<file path="config.mk">
export PLATFORM = sky130hd
export DESIGN_NAME = ifetch_align_buf
export DESIGN_NICKNAME = d
export VERILOG_FILES = /design/src/rtl/ifetch_align_buf_pkg.sv /design/src/rtl/ifetch_align_buf_hw_ring_buf.sv /design/src/rtl/ifetch_align_buf.sv
export SDC_FILE = /design/constraint.sdc
export NUM_CORES = 1
export LEC_CHECK = 0
export CAP_MARGIN = 10
export CORE_UTILIZATION = 45
export DETAILED_ROUTE_END_ITERATION = 6
export PLACE_DENSITY = 0.62
export SLEW_MARGIN = 20
export SYNTH_ARGS = -nofsm -noshare
export SYNTH_HDL_FRONTEND = slang
export SYNTH_SLANG_ARGS = --single-unit
export TNS_END_PERCENT = 50
</file>
<file path="constraint.sdc">
create_clock -name clk -period 13.68 [get_ports clk]
set_input_delay 2.736 -clock clk [delete_from_list [all_inputs] [get_ports clk]]
set_output_delay 2.736 -clock clk [all_outputs]
set_load 0.005 [all_outputs]
</file>
<file path="src/rtl/ifetch_align_buf_pkg.sv">
// Definitions shared by the fetch/align stage and the decoder:
// step encodings, bus widths, fetch FSM states and address helpers.
package ifetch_align_buf_pkg;

  localparam logic [31:0] RESET_PC_DEF = 32'hA000_0000;
  localparam int          MEM_WORD_W   = 32;
  localparam int          HW_W         = 16;

  typedef enum logic [1:0] {
    STEP_NONE = 2'd0,
    STEP_16   = 2'd1,
    STEP_32   = 2'd2
  } step_e;

  typedef enum logic [1:0] {
    FS_IDLE        = 2'd0,
    FS_REQ         = 2'd1,
    FS_REQ_DISCARD = 2'd2
  } fetch_state_e;

  function automatic logic [MEM_WORD_W-1:0] word_align(input logic [MEM_WORD_W-1:0] addr);
    return addr & 32'hFFFF_FFFC;
  endfunction

  function automatic logic [MEM_WORD_W-1:0] hw_align(input logic [MEM_WORD_W-1:0] addr);
    return addr & 32'hFFFF_FFFE;
  endfunction

  // Encodings other than one or two halfwords mean "consume nothing".
  function automatic logic [1:0] step_count(input logic [1:0] step);
    case (step)
      STEP_16: return 2'd1;
      STEP_32: return 2'd2;
      default: return 2'd0;
    endcase
  endfunction

endpackage

</file>
<file path="src/rtl/ifetch_align_buf_hw_ring_buf.sv">
// Halfword ring buffer: accepts 0-2 halfwords per cycle, exposes the two oldest,
// and retires 0-2 per cycle. flush empties it without touching storage.
module hw_ring_buf
  import ifetch_align_buf_pkg::*;
#(
  parameter  int DEPTH = 8,
  localparam int PTR_W = $clog2(DEPTH),
  localparam int CNT_W = PTR_W + 1
) (
  input  logic             clk,
  input  logic             reset,
  input  logic             flush,
  input  logic [1:0]       wr_num,
  input  logic [HW_W-1:0]  wr_data0,
  input  logic [HW_W-1:0]  wr_data1,
  input  logic [1:0]       rd_num,
  output logic [HW_W-1:0]  rd_data0,
  output logic [HW_W-1:0]  rd_data1,
  output logic [CNT_W-1:0] count
);

  logic [HW_W-1:0]  mem_r [DEPTH];
  logic [PTR_W-1:0] wr_ptr_r;
  logic [PTR_W-1:0] rd_ptr_r;
  logic [CNT_W-1:0] count_r;
  logic [1:0]       wr_cnt_s;
  logic [1:0]       rd_cnt_s;

  // Only one or two halfwords are meaningful on either port.
  always_comb begin
    wr_cnt_s = 2'd0;
    rd_cnt_s = 2'd0;
    if (wr_num == 2'd1 || wr_num == 2'd2) begin
      wr_cnt_s = wr_num;
    end else begin
      wr_cnt_s = 2'd0;
    end
    if (rd_num == 2'd1 || rd_num == 2'd2) begin
      rd_cnt_s = rd_num;
    end else begin
      rd_cnt_s = 2'd0;
    end
  end

  // Pointer and occupancy bookkeeping.
  always_ff @(posedge clk or posedge reset) begin
    if (reset) begin
      wr_ptr_r <= '0;
      rd_ptr_r <= '0;
      count_r  <= '0;
    end else if (flush) begin
      wr_ptr_r <= '0;
      rd_ptr_r <= '0;
      count_r  <= '0;
    end else begin
      wr_ptr_r <= wr_ptr_r + PTR_W'(wr_cnt_s);
      rd_ptr_r <= rd_ptr_r + PTR_W'(rd_cnt_s);
      count_r  <= count_r + CNT_W'(wr_cnt_s) - CNT_W'(rd_cnt_s);
    end
  end

  // Halfword storage, oldest incoming halfword lands at wr_ptr.
  always_ff @(posedge clk or posedge reset) begin
    if (reset) begin
      for (int i = 0; i < DEPTH; i++) begin
        mem_r[i] <= '0;
      end
    end else begin
      if (!flush && wr_cnt_s != 2'd0) begin
        mem_r[wr_ptr_r] <= wr_data0;
      end
      if (!flush && wr_cnt_s == 2'd2) begin
        mem_r[wr_ptr_r + PTR_W'(1)] <= wr_data1;
      end
    end
  end

  assign rd_data0 = mem_r[rd_ptr_r];
  assign rd_data1 = mem_r[rd_ptr_r + PTR_W'(1)];
  assign count    = count_r;

  hw_ring_buf_chk #(.DEPTH(DEPTH)) u_chk (
    .clk    (clk),
    .reset  (reset),
    .count  (count_r),
    .rd_num (rd_cnt_s)
  );

endmodule

// Occupancy invariants of the halfword ring.
module hw_ring_buf_chk #(
  parameter  int DEPTH = 8,
  localparam int CNT_W = $clog2(DEPTH) + 1
) (
  input logic             clk,
  input logic             reset,
  input logic [CNT_W-1:0] count,
  input logic [1:0]       rd_num
);

  a_no_overflow: assert property (@(posedge clk) disable iff (reset) count <= CNT_W'(DEPTH));
  a_no_underflow: assert property (@(posedge clk) disable iff (reset) CNT_W'(rd_num) <= count);

endmodule

</file>
<file path="src/rtl/ifetch_align_buf.sv">
// Instruction fetch/align stage: fetches aligned words into a halfword ring and
// presents the next two halfwords plus their PC to the decoder.
module ifetch_align_buf
  import ifetch_align_buf_pkg::*;
#(
  parameter int          DEPTH_HW = 8,
  parameter logic [31:0] RESET_PC = RESET_PC_DEF
) (
  input  logic                  clk,
  input  logic                  reset,
  input  logic                  brTake,
  input  logic [MEM_WORD_W-1:0] brAddr,
  input  logic                  stall,
  input  logic [1:0]            idStepPc,
  output logic                  memReq,
  output logic [MEM_WORD_W-1:0] memAddr,
  input  logic [MEM_WORD_W-1:0] memData,
  input  logic                  memOk,
  output logic [MEM_WORD_W-1:0] istrWord,
  output logic [MEM_WORD_W-1:0] istrPc,
  output logic                  istrValid
);

  localparam int               CNT_W      = $clog2(DEPTH_HW) + 1;
  localparam logic [CNT_W-1:0] REQ_LIMIT  = CNT_W'(DEPTH_HW - 2);
  localparam logic [CNT_W-1:0] KEEP_LIMIT = CNT_W'(DEPTH_HW - 4);

  fetch_state_e          state_r;
  fetch_state_e          state_nxt_s;
  logic [MEM_WORD_W-1:0] mem_addr_r;
  logic [MEM_WORD_W-1:0] mem_addr_nxt_s;
  logic [MEM_WORD_W-1:0] fetch_addr_r;
  logic [MEM_WORD_W-1:0] istr_pc_r;
  logic                  drop_first_r;
  logic [CNT_W-1:0]      count_s;
  logic [HW_W-1:0]       rd_hw0_s;
  logic [HW_W-1:0]       rd_hw1_s;
  logic [HW_W-1:0]       wr_hw0_s;
  logic [HW_W-1:0]       wr_hw1_s;
  logic [1:0]            wr_num_s;
  logic [1:0]            rd_num_s;
  logic                  write_s;
  logic                  valid_s;

  assign valid_s = (count_s >= CNT_W'(2));
  assign write_s = (state_r == FS_REQ) && memOk && !brTake;

  // Decoder consume request; a redirect cancels it.
  always_comb begin
    rd_num_s = 2'd0;
    if (valid_s && !stall && !brTake) begin
      rd_num_s = step_count(idStepPc);
    end else begin
      rd_num_s = 2'd0;
    end
  end

  // Returned word unpacking; after a misaligned redirect only the upper half is kept.
  always_comb begin
    wr_num_s = 2'd0;
    wr_hw0_s = memData[15:0];
    wr_hw1_s = memData[31:16];
    if (!write_s) begin
      wr_num_s = 2'd0;
    end else if (drop_first_r) begin
      wr_num_s = 2'd1;
      wr_hw0_s = memData[31:16];
    end else begin
      wr_num_s = 2'd2;
    end
  end

  hw_ring_buf #(.DEPTH(DEPTH_HW)) u_ring (
    .clk      (clk),
    .reset    (reset),
    .flush    (brTake),
    .wr_num   (wr_num_s),
    .wr_data0 (wr_hw0_s),
    .wr_data1 (wr_hw1_s),
    .rd_num   (rd_num_s),
    .rd_data0 (rd_hw0_s),
    .rd_data1 (rd_hw1_s),
    .count    (count_s)
  );

  // Fetch FSM state and bus address registers.
  always_ff @(posedge clk or posedge reset) begin
    if (reset) begin
      state_r    <= FS_IDLE;
      mem_addr_r <= word_align(RESET_PC);
    end else begin
      state_r    <= state_nxt_s;
      mem_addr_r <= mem_addr_nxt_s;
    end
  end

  // Next fetch state: one outstanding request, held stable until memOk.
  always_comb begin
    state_nxt_s    = state_r;
    mem_addr_nxt_s = mem_addr_r;
    case (state_r)
      FS_IDLE: begin
        if (brTake) begin
          state_nxt_s    = FS_REQ;
          mem_addr_nxt_s = word_align(brAddr);
        end else if (count_s <= REQ_LIMIT) begin
          state_nxt_s    = FS_REQ;
          mem_addr_nxt_s = fetch_addr_r;
        end else begin
          state_nxt_s = FS_IDLE;
        end
      end
      FS_REQ: begin
        if (brTake && !memOk) begin
          state_nxt_s = FS_REQ_DISCARD;
        end else if (brTake) begin
          state_nxt_s    = FS_REQ;
          mem_addr_nxt_s = word_align(brAddr);
        end else if (memOk && count_s <= KEEP_LIMIT) begin
          state_nxt_s    = FS_REQ;
          mem_addr_nxt_s = fetch_addr_r + 32'd4;
        end else if (memOk) begin
          state_nxt_s = FS_IDLE;
        end else begin
          state_nxt_s = FS_REQ;
        end
      end
      FS_REQ_DISCARD: begin
        // The stale reply retires the old request; the redirect target follows it.
        if (memOk && brTake) begin
          state_nxt_s    = FS_REQ;
          mem_addr_nxt_s = word_align(brAddr);
        end else if (memOk) begin
          state_nxt_s    = FS_REQ;
          mem_addr_nxt_s = fetch_addr_r;
        end else begin
          state_nxt_s = FS_REQ_DISCARD;
        end
      end
      default: begin
        state_nxt_s    = FS_IDLE;
        mem_addr_nxt_s = word_align(fetch_addr_r);
      end
    endcase
  end

  // Bus and decoder-facing outputs.
  always_comb begin
    memReq    = 1'b0;
    memAddr   = mem_addr_r;
    istrValid = valid_s;
    istrPc    = istr_pc_r;
    istrWord  = 32'd0;
    case (state_r)
      FS_REQ, FS_REQ_DISCARD: memReq = 1'b1;
      default:                memReq = 1'b0;
    endcase
    if (valid_s) begin
      istrWord = {rd_hw1_s, rd_hw0_s};
    end else begin
      istrWord = 32'd0;
    end
  end

  // Fetch pointer, window PC and first-halfword skip flag.
  always_ff @(posedge clk or posedge reset) begin
    if (reset) begin
      fetch_addr_r <= word_align(RESET_PC);
      istr_pc_r    <= hw_align(RESET_PC);
      drop_first_r <= RESET_PC[1];
    end else if (brTake) begin
      fetch_addr_r <= word_align(brAddr);
      istr_pc_r    <= hw_align(brAddr);
      drop_first_r <= brAddr[1];
    end else begin
      if (write_s) begin
        fetch_addr_r <= fetch_addr_r + 32'd4;
        drop_first_r <= 1'b0;
      end
      istr_pc_r <= istr_pc_r + {29'd0, rd_num_s, 1'b0};
    end
  end

endmodule

</file>
After elaboration in Yosys (flattened, before gate mapping)
Index checks and enable logic that the tools add are counted.

storage, ports and cells
  register bits = 237
  input port bits = 71
  output and inout bits = 98
  logic and storage cells = 120

cells by class
  add/sub/neg operators = 8
  magnitude comparators = 9
  eq/ne operators = 13
  multiplexer cells = 49
  bitwise logic cells = 4
  reductions and logical operators = 21

operators by type and width
  kind                   count
  $mux 32                11
  $bwmux 128             2
  $mux 128               2
  $mux 16                8
  $bmux 16 s3            2
  $demux 16 s3           2
  $pmux 32 s3            1
  $add 32x3->32          1
  $add 32x3->32 const B  1
  $ge 4x4->1 const B     4
  $mux 2                 8
  $not 3->4              4
  $logic_and 1x1->1      11
  $eq 2x2->1 const B     5
  $eq 2x1->1 const B     4
  $le 4x3->1 const B     2
  $lt 4x1->1 const B     2
  $mux 1                 8
  $add 3x1->3 const B    2
  $add 3x2->3            2
  $mux 3                 2
  $ne 3x3->1 const B     2
  $pmux 2 s3             1
  $add 4x2->4            1
  other kinds (12)       16

Logic depth before layout (Yosys ltp)
  word-level depth = 12
  mapped depth = 14
  depth with buffers taken out = 13

Modules after synthesis
Synthesis repeated with hierarchy kept, for this count alone.

second synthesis, totals
  cells, all modules = 1822
  area total of the unflattened synthesis = 16370.7 µm²

modules (own cells, without submodules)
  module            instances  cells each  area each (µm²)
  hw_ring_buf       1          1006        9465.3
  ifetch_align_buf  1          816         6905.4

Worst setup path after synthesis
No wires, ideal clock.

  path type = in2reg
  start = input port brTake
  end = register istr_pc_r[5] (netlist: istrPc[5])
  setup time = 0.125 ns
  arrival time = 4.496 ns
  data required time = 13.555 ns
  setup slack = 9.059 ns
  stages on the path = 9
  path through = nor2_1 > nand3_1 > xnor2_1 > ha_1 > a41oi_2 > buf_2 > nor2_1 > xor2_1 > mux2_2

on the way
  word-level cells in the longest chain between the ends = 5

RTL lines
  item                  line                     RTL
  start, declared       ifetch_align_buf.sv:11   input logic brTake,
  $logic_not 1->1       ifetch_align_buf.sv:51   if (valid_s && !stall && !brTake) begin
  $logic_and 1x1->1     ifetch_align_buf.sv:51
  $mux 2                ifetch_align_buf.sv:51
  $add 32x3->32         ifetch_align_buf.sv:180  istr_pc_r <= istr_pc_r + {29'd0, rd_num_s, 1'b0};
  $mux 32 *             ifetch_align_buf.sv:171  end else if (brTake) begin
  end signal, assigned  ifetch_align_buf.sv:169  istr_pc_r <= hw_align(RESET_PC);
  end signal, assigned  ifetch_align_buf.sv:173  istr_pc_r <= hw_align(brAddr);
  end signal, assigned  ifetch_align_buf.sv:180
  end, declared         ifetch_align_buf.sv:33   logic [MEM_WORD_W-1:0] istr_pc_r;

Every way passes the cells marked *; elsewhere a longest branch is shown, timed or not.
A chain may end at the register's enable or synchronous reset.

Final worst setup path
  start = register u_ring.rd_ptr_r[1]
  end = output port istrWord[31]

on the way
  word-level cells in the longest chain between the ends = 6

RTL lines
  item                                        line                                RTL
  start, declared                             ifetch_align_buf_hw_ring_buf.sv:24  logic [PTR_W-1:0] rd_ptr_r;
  start signal, assigned                      ifetch_align_buf_hw_ring_buf.sv:57  rd_ptr_r <= rd_ptr_r + PTR_W'(rd_cnt_s);
  $add 3x1->3                                 ifetch_align_buf_hw_ring_buf.sv:79  assign rd_data1 = mem_r[rd_ptr_r + PTR_W'(1)];
  $not 3->4 (implied by the code)             ifetch_align_buf_hw_ring_buf.sv:79
  $bmux 16 s3                                 ifetch_align_buf_hw_ring_buf.sv:79
  $mux 16 (implied by the code) (2 in a row)  ifetch_align_buf_hw_ring_buf.sv:79
  $mux 32                                     ifetch_align_buf.sv:158             if (valid_s) begin
  end, declared                               ifetch_align_buf.sv:19              output logic [MEM_WORD_W-1:0] istrWord,

Every way passes these cells. The select of a mux whose other input is x is not followed.

==> flow_metrics.env <==
export IMPL_path_clk_slew_ns=0.06
export IMPL_crit_top_cell="buf_4"
export IMPL_routed_wl_um=48500
export IMPL_dieArea_um2=34500
export IMPL_maxCapViolCount=0
export IMPL_dp_hpwl_um=31200
export IMPL_ir_drop_mv=0.105
export IMPL_grt_max_degree=101
export IMPL_p_per_area_nw_per_um2=157
export IMPL_die_y_um=186
export IMPL_drc=0
export IMPL_clock_latency_ns=0.56
export IMPL_min_path_type="reg -> reg"
export IMPL_post_dp_cell_area_um2=17100
export IMPL_yosysWarnings=0
export IMPL_slew_headroom_pct=36.8
export IMPL_power_switching_mw=0.967
export IMPL_wl_per_cell_um=21.7
export IMPL_switching_share_pct=34.1
export IMPL_outcome="finished, final reports clean"
export IMPL_multi_input_area_um2=8580
export IMPL_cp_max_fo=34
export IMPL_layout_setup_ws_ns=7.24
export IMPL_n_fill_cell=2971
export IMPL_yosysSeqAreaShare_pct=38.9
export IMPL_worst_path_buf_inv=3
export IMPL_syn_inst=1703
export IMPL_arrival_ns=3.70
export IMPL_path_delay_family="buffers and inverters"
export IMPL_clk_path_buf_depth=3
export IMPL_dr_pass1_iters=6
export IMPL_power_frac_clock_pct=29.1
export IMPL_finalSetupViolations=0
export IMPL_finalCriticalPeriod_ns=6.44
export IMPL_ys_async_sr_fraction_pct=100
export IMPL_intPower_mw=1.87
export IMPL_start_kind="register"
export IMPL_fp_dieW_um=186
export IMPL_yosys_cell_types_count=78
export IMPL_via_per_inst=6.04
export IMPL_rsz0062_at_grt="false"
export IMPL_p_leak_nw=7.00
export IMPL_start_util_pct=46.3
export IMPL_final_common_cell="nand2_1"
export IMPL_setup_tns_ns=0
export IMPL_synth_nets=1795
export IMPL_diodes=0
export IMPL_root_buffer="clkbuf_16"
export IMPL_required_ns=10.94
export IMPL_ys_seq_elements=236
export IMPL_cts_tree="built"
export IMPL_criticalPathCategory="reg -> out"
export IMPL_post_cts_setup_buffers=0
export IMPL_rows=66
export IMPL_reg2reg_setup_slack_ns=10.35
export IMPL_areaGrowthSynthToFinish_pct=18.8
export IMPL_dpl_worst_slack_ns=7.81
export IMPL_end_kind="output port"
export IMPL_finalCritPeriodShare_pct=47.1
export IMPL_synth_ff_type="dfrtp_1"
export IMPL_fin_cells=2236
export IMPL_power_frac_seq_pct=34.9
export IMPL_core_area_um2=32900
export IMPL_ioPinCount=169
export IMPL_drv_slew=0
export IMPL_fin_nets=1866
export IMPL_fmax_ghz=0.155
export IMPL_drtAntennaViolNets=0
export IMPL_mostFrequentLayoutCells="nand2_1, dfrtp_1, o21ai_0"
export IMPL_path_cells="buf_4 > ha_2 > buf_4 > mux4_2 > nand2_1 > a21oi_1 > clkdlybuf4s50_1"
export IMPL_place_inst=2185
export IMPL_clock_skew_ns=0.0229
export IMPL_grt_total_usage_pct=28.5
export IMPL_worst_pin_slew_ns=0.948
export IMPL_slowest_stage="ha_2"
export IMPL_cts_hold_buf=0
export IMPL_h_tree_depth=1
export IMPL_antenna_found_initial=0
export IMPL_final_area_um2=18100
export IMPL_synth_edf_count=0
export IMPL_overflow=0
export IMPL_netlist_area_um2=15200
export IMPL_hold_violations=0
export IMPL_clkSinkCount=236
export IMPL_syn_area_per_cell_um2=8.93
export IMPL_ctsResizeCount=0
export IMPL_max_stage_delay_ns=0.64
export IMPL_layout_drive_gt1_share_pct=11.5
export IMPL_port_buffers=166
export IMPL_grt_pass1_vias=13000
export IMPL_register_area_um2=5920
export IMPL_cts_made_buffers=29
export IMPL_grt_pass1_wl_um=75400
export IMPL_combPwrFrac_pct=36.0
export IMPL_holdWs_ns=0.480
export IMPL_drtIter0Drc=1229
export IMPL_gp_routability_congestion=0.856
export IMPL_vias=13500
-- area by class of cell --
type,instances,area share [%]
multi-input combinational,1281,47.5
sequential,236,32.7
tap,442,3.06
timing repair buffer,198,10.5
clock inverter,10,0.990
clock buffer,41,4.60
inverter,28,0.623
-- flip-flops by register name, summed over array words and instances, names as in the netlist --
name / cells
u_ring.rd_ptr_r: 3
drop_first_r: 1
u_ring.mem_r: 128
memAddr: 32
fetch_addr_r: 32
u_ring.wr_ptr_r: 3
istrPc: 31
state_r: 2
u_ring.count: 4
-- path summary, 6_finish.rpt --
path                                              startpoint                         end  cells after the start
worst max register to register     u_ring.count[2]$_DFF_PP0_        istrPc[20]$_DFF_PP0_                     12
worst min-delay path                  memAddr[3]$_DFFE_PP0P_      memAddr[3]$_DFFE_PP0P_                      2
max in group asynchronous                              reset  u_ring.mem_r[99]$_DFF_PP0_                      4
worst min register to register        memAddr[3]$_DFFE_PP0P_      memAddr[3]$_DFFE_PP0P_                      2
worst max-delay path            u_ring.rd_ptr_r[1]$_DFF_PP0_                istrWord[31]                      7
min in group asynchronous                              reset  u_ring.mem_r[19]$_DFF_PP0_                      2
-- power by group through the flow --
stage	logic, mW	registers, mW	clock network, mW
floorplan	0.626	0.950	0
global placement	0.998	0.989	0
detailed placement	1.01	0.995	0
CTS	1.02	0.985	0.839
global route	1.12	1.01	0.865
finish	1.02	0.989	0.825
-- cells in the mapped netlist, types with 5 or more instances --
master	count	area share, %
inv_1	27	0.67
dfstp_2	6	1.0
ha_1	17	1.4
mux2i_1	40	2.6
nor4_2	6	0.49
a22oi_1	5	0.25
and3_1	9	0.37
nor3b_1	5	0.25
and4_1	8	0.46
a21boi_1	8	0.39
nor3_1	24	0.79
a221o_1	5	0.33
dfrtp_1	230	38
a221oi_1	13	0.75
o21ai_0	219	7.2
a21boi_0	26	1.3
xnor2_1	34	2.0
nor2_1	137	3.4
nand4_1	22	0.90
o22ai_1	5	0.21
nor2b_1	18	0.74
a211oi_1	7	0.35
buf_2	38	1.3
mux4_2	64	9.5
clkbuf_1	104	2.6
nand2_1	281	6.9
nor4b_1	5	0.29
a21o_1	6	0.30
xor2_1	33	1.9
nor4_1	8	0.33
a21oi_1	105	3.5
nand2b_1	21	0.86
a22o_1	8	0.46
o211ai_1	7	0.35
buf_1	6	0.15
mux2_2	15	1.1
and2_1	6	0.25
buf_4	8	0.39
a31oi_1	9	0.37
nand3_1	30	0.99
-- routing by layer --
| metal | wire length, um | vias up | global-route usage, % |
|---|---|---|---|
| li1 | - | 6207 | - |
| met1 | 20200 | 6605 | 38.1 |
| met2 | 22900 | 585 | 46.6 |
| met3 | 3520 | 101 | 4.17 |
| met4 | 1850 | 0 | 11.1 |
| met5 | 0 | - | 0 |
-- per-stage QoR --
stage	power, mW	util, %
2_1_floorplan	1.58	-
3_3_place_gp	1.99	51.9
3_5_place_dp	2.01	51.9
4_1_cts	2.84	55.0
5_1_grt	2.99	55.0
6_report	2.84	55.0
-- worst register-to-register path: cells and delay by family (launching register included) --
kind	cells	cell delay [ns]
XOR/XNOR	1	0.19
flip-flops	1	0.40
buffers and inverters	3	0.63
adder cells (fa/ha/maj)	2	0.40
AND/OR/NAND/NOR	4	0.93
AO/OA/AOI/OAI	2	0.60
-- cell families (layout without fill, tap and decap cells) --
kind of cell	Yosys count	after routing	share of synthesized area, %
simple gates	613	613	19.1
compound gates	458	458	17.7
flops	236	236	38.9
buf+inv	186	277	5.16
mux	121	121	13.4
xor+xnor	67	67	3.86
fa+ha+maj	21	21	1.92
other cells	1	1	0.0247
Power figures use the tool's default switching activity.
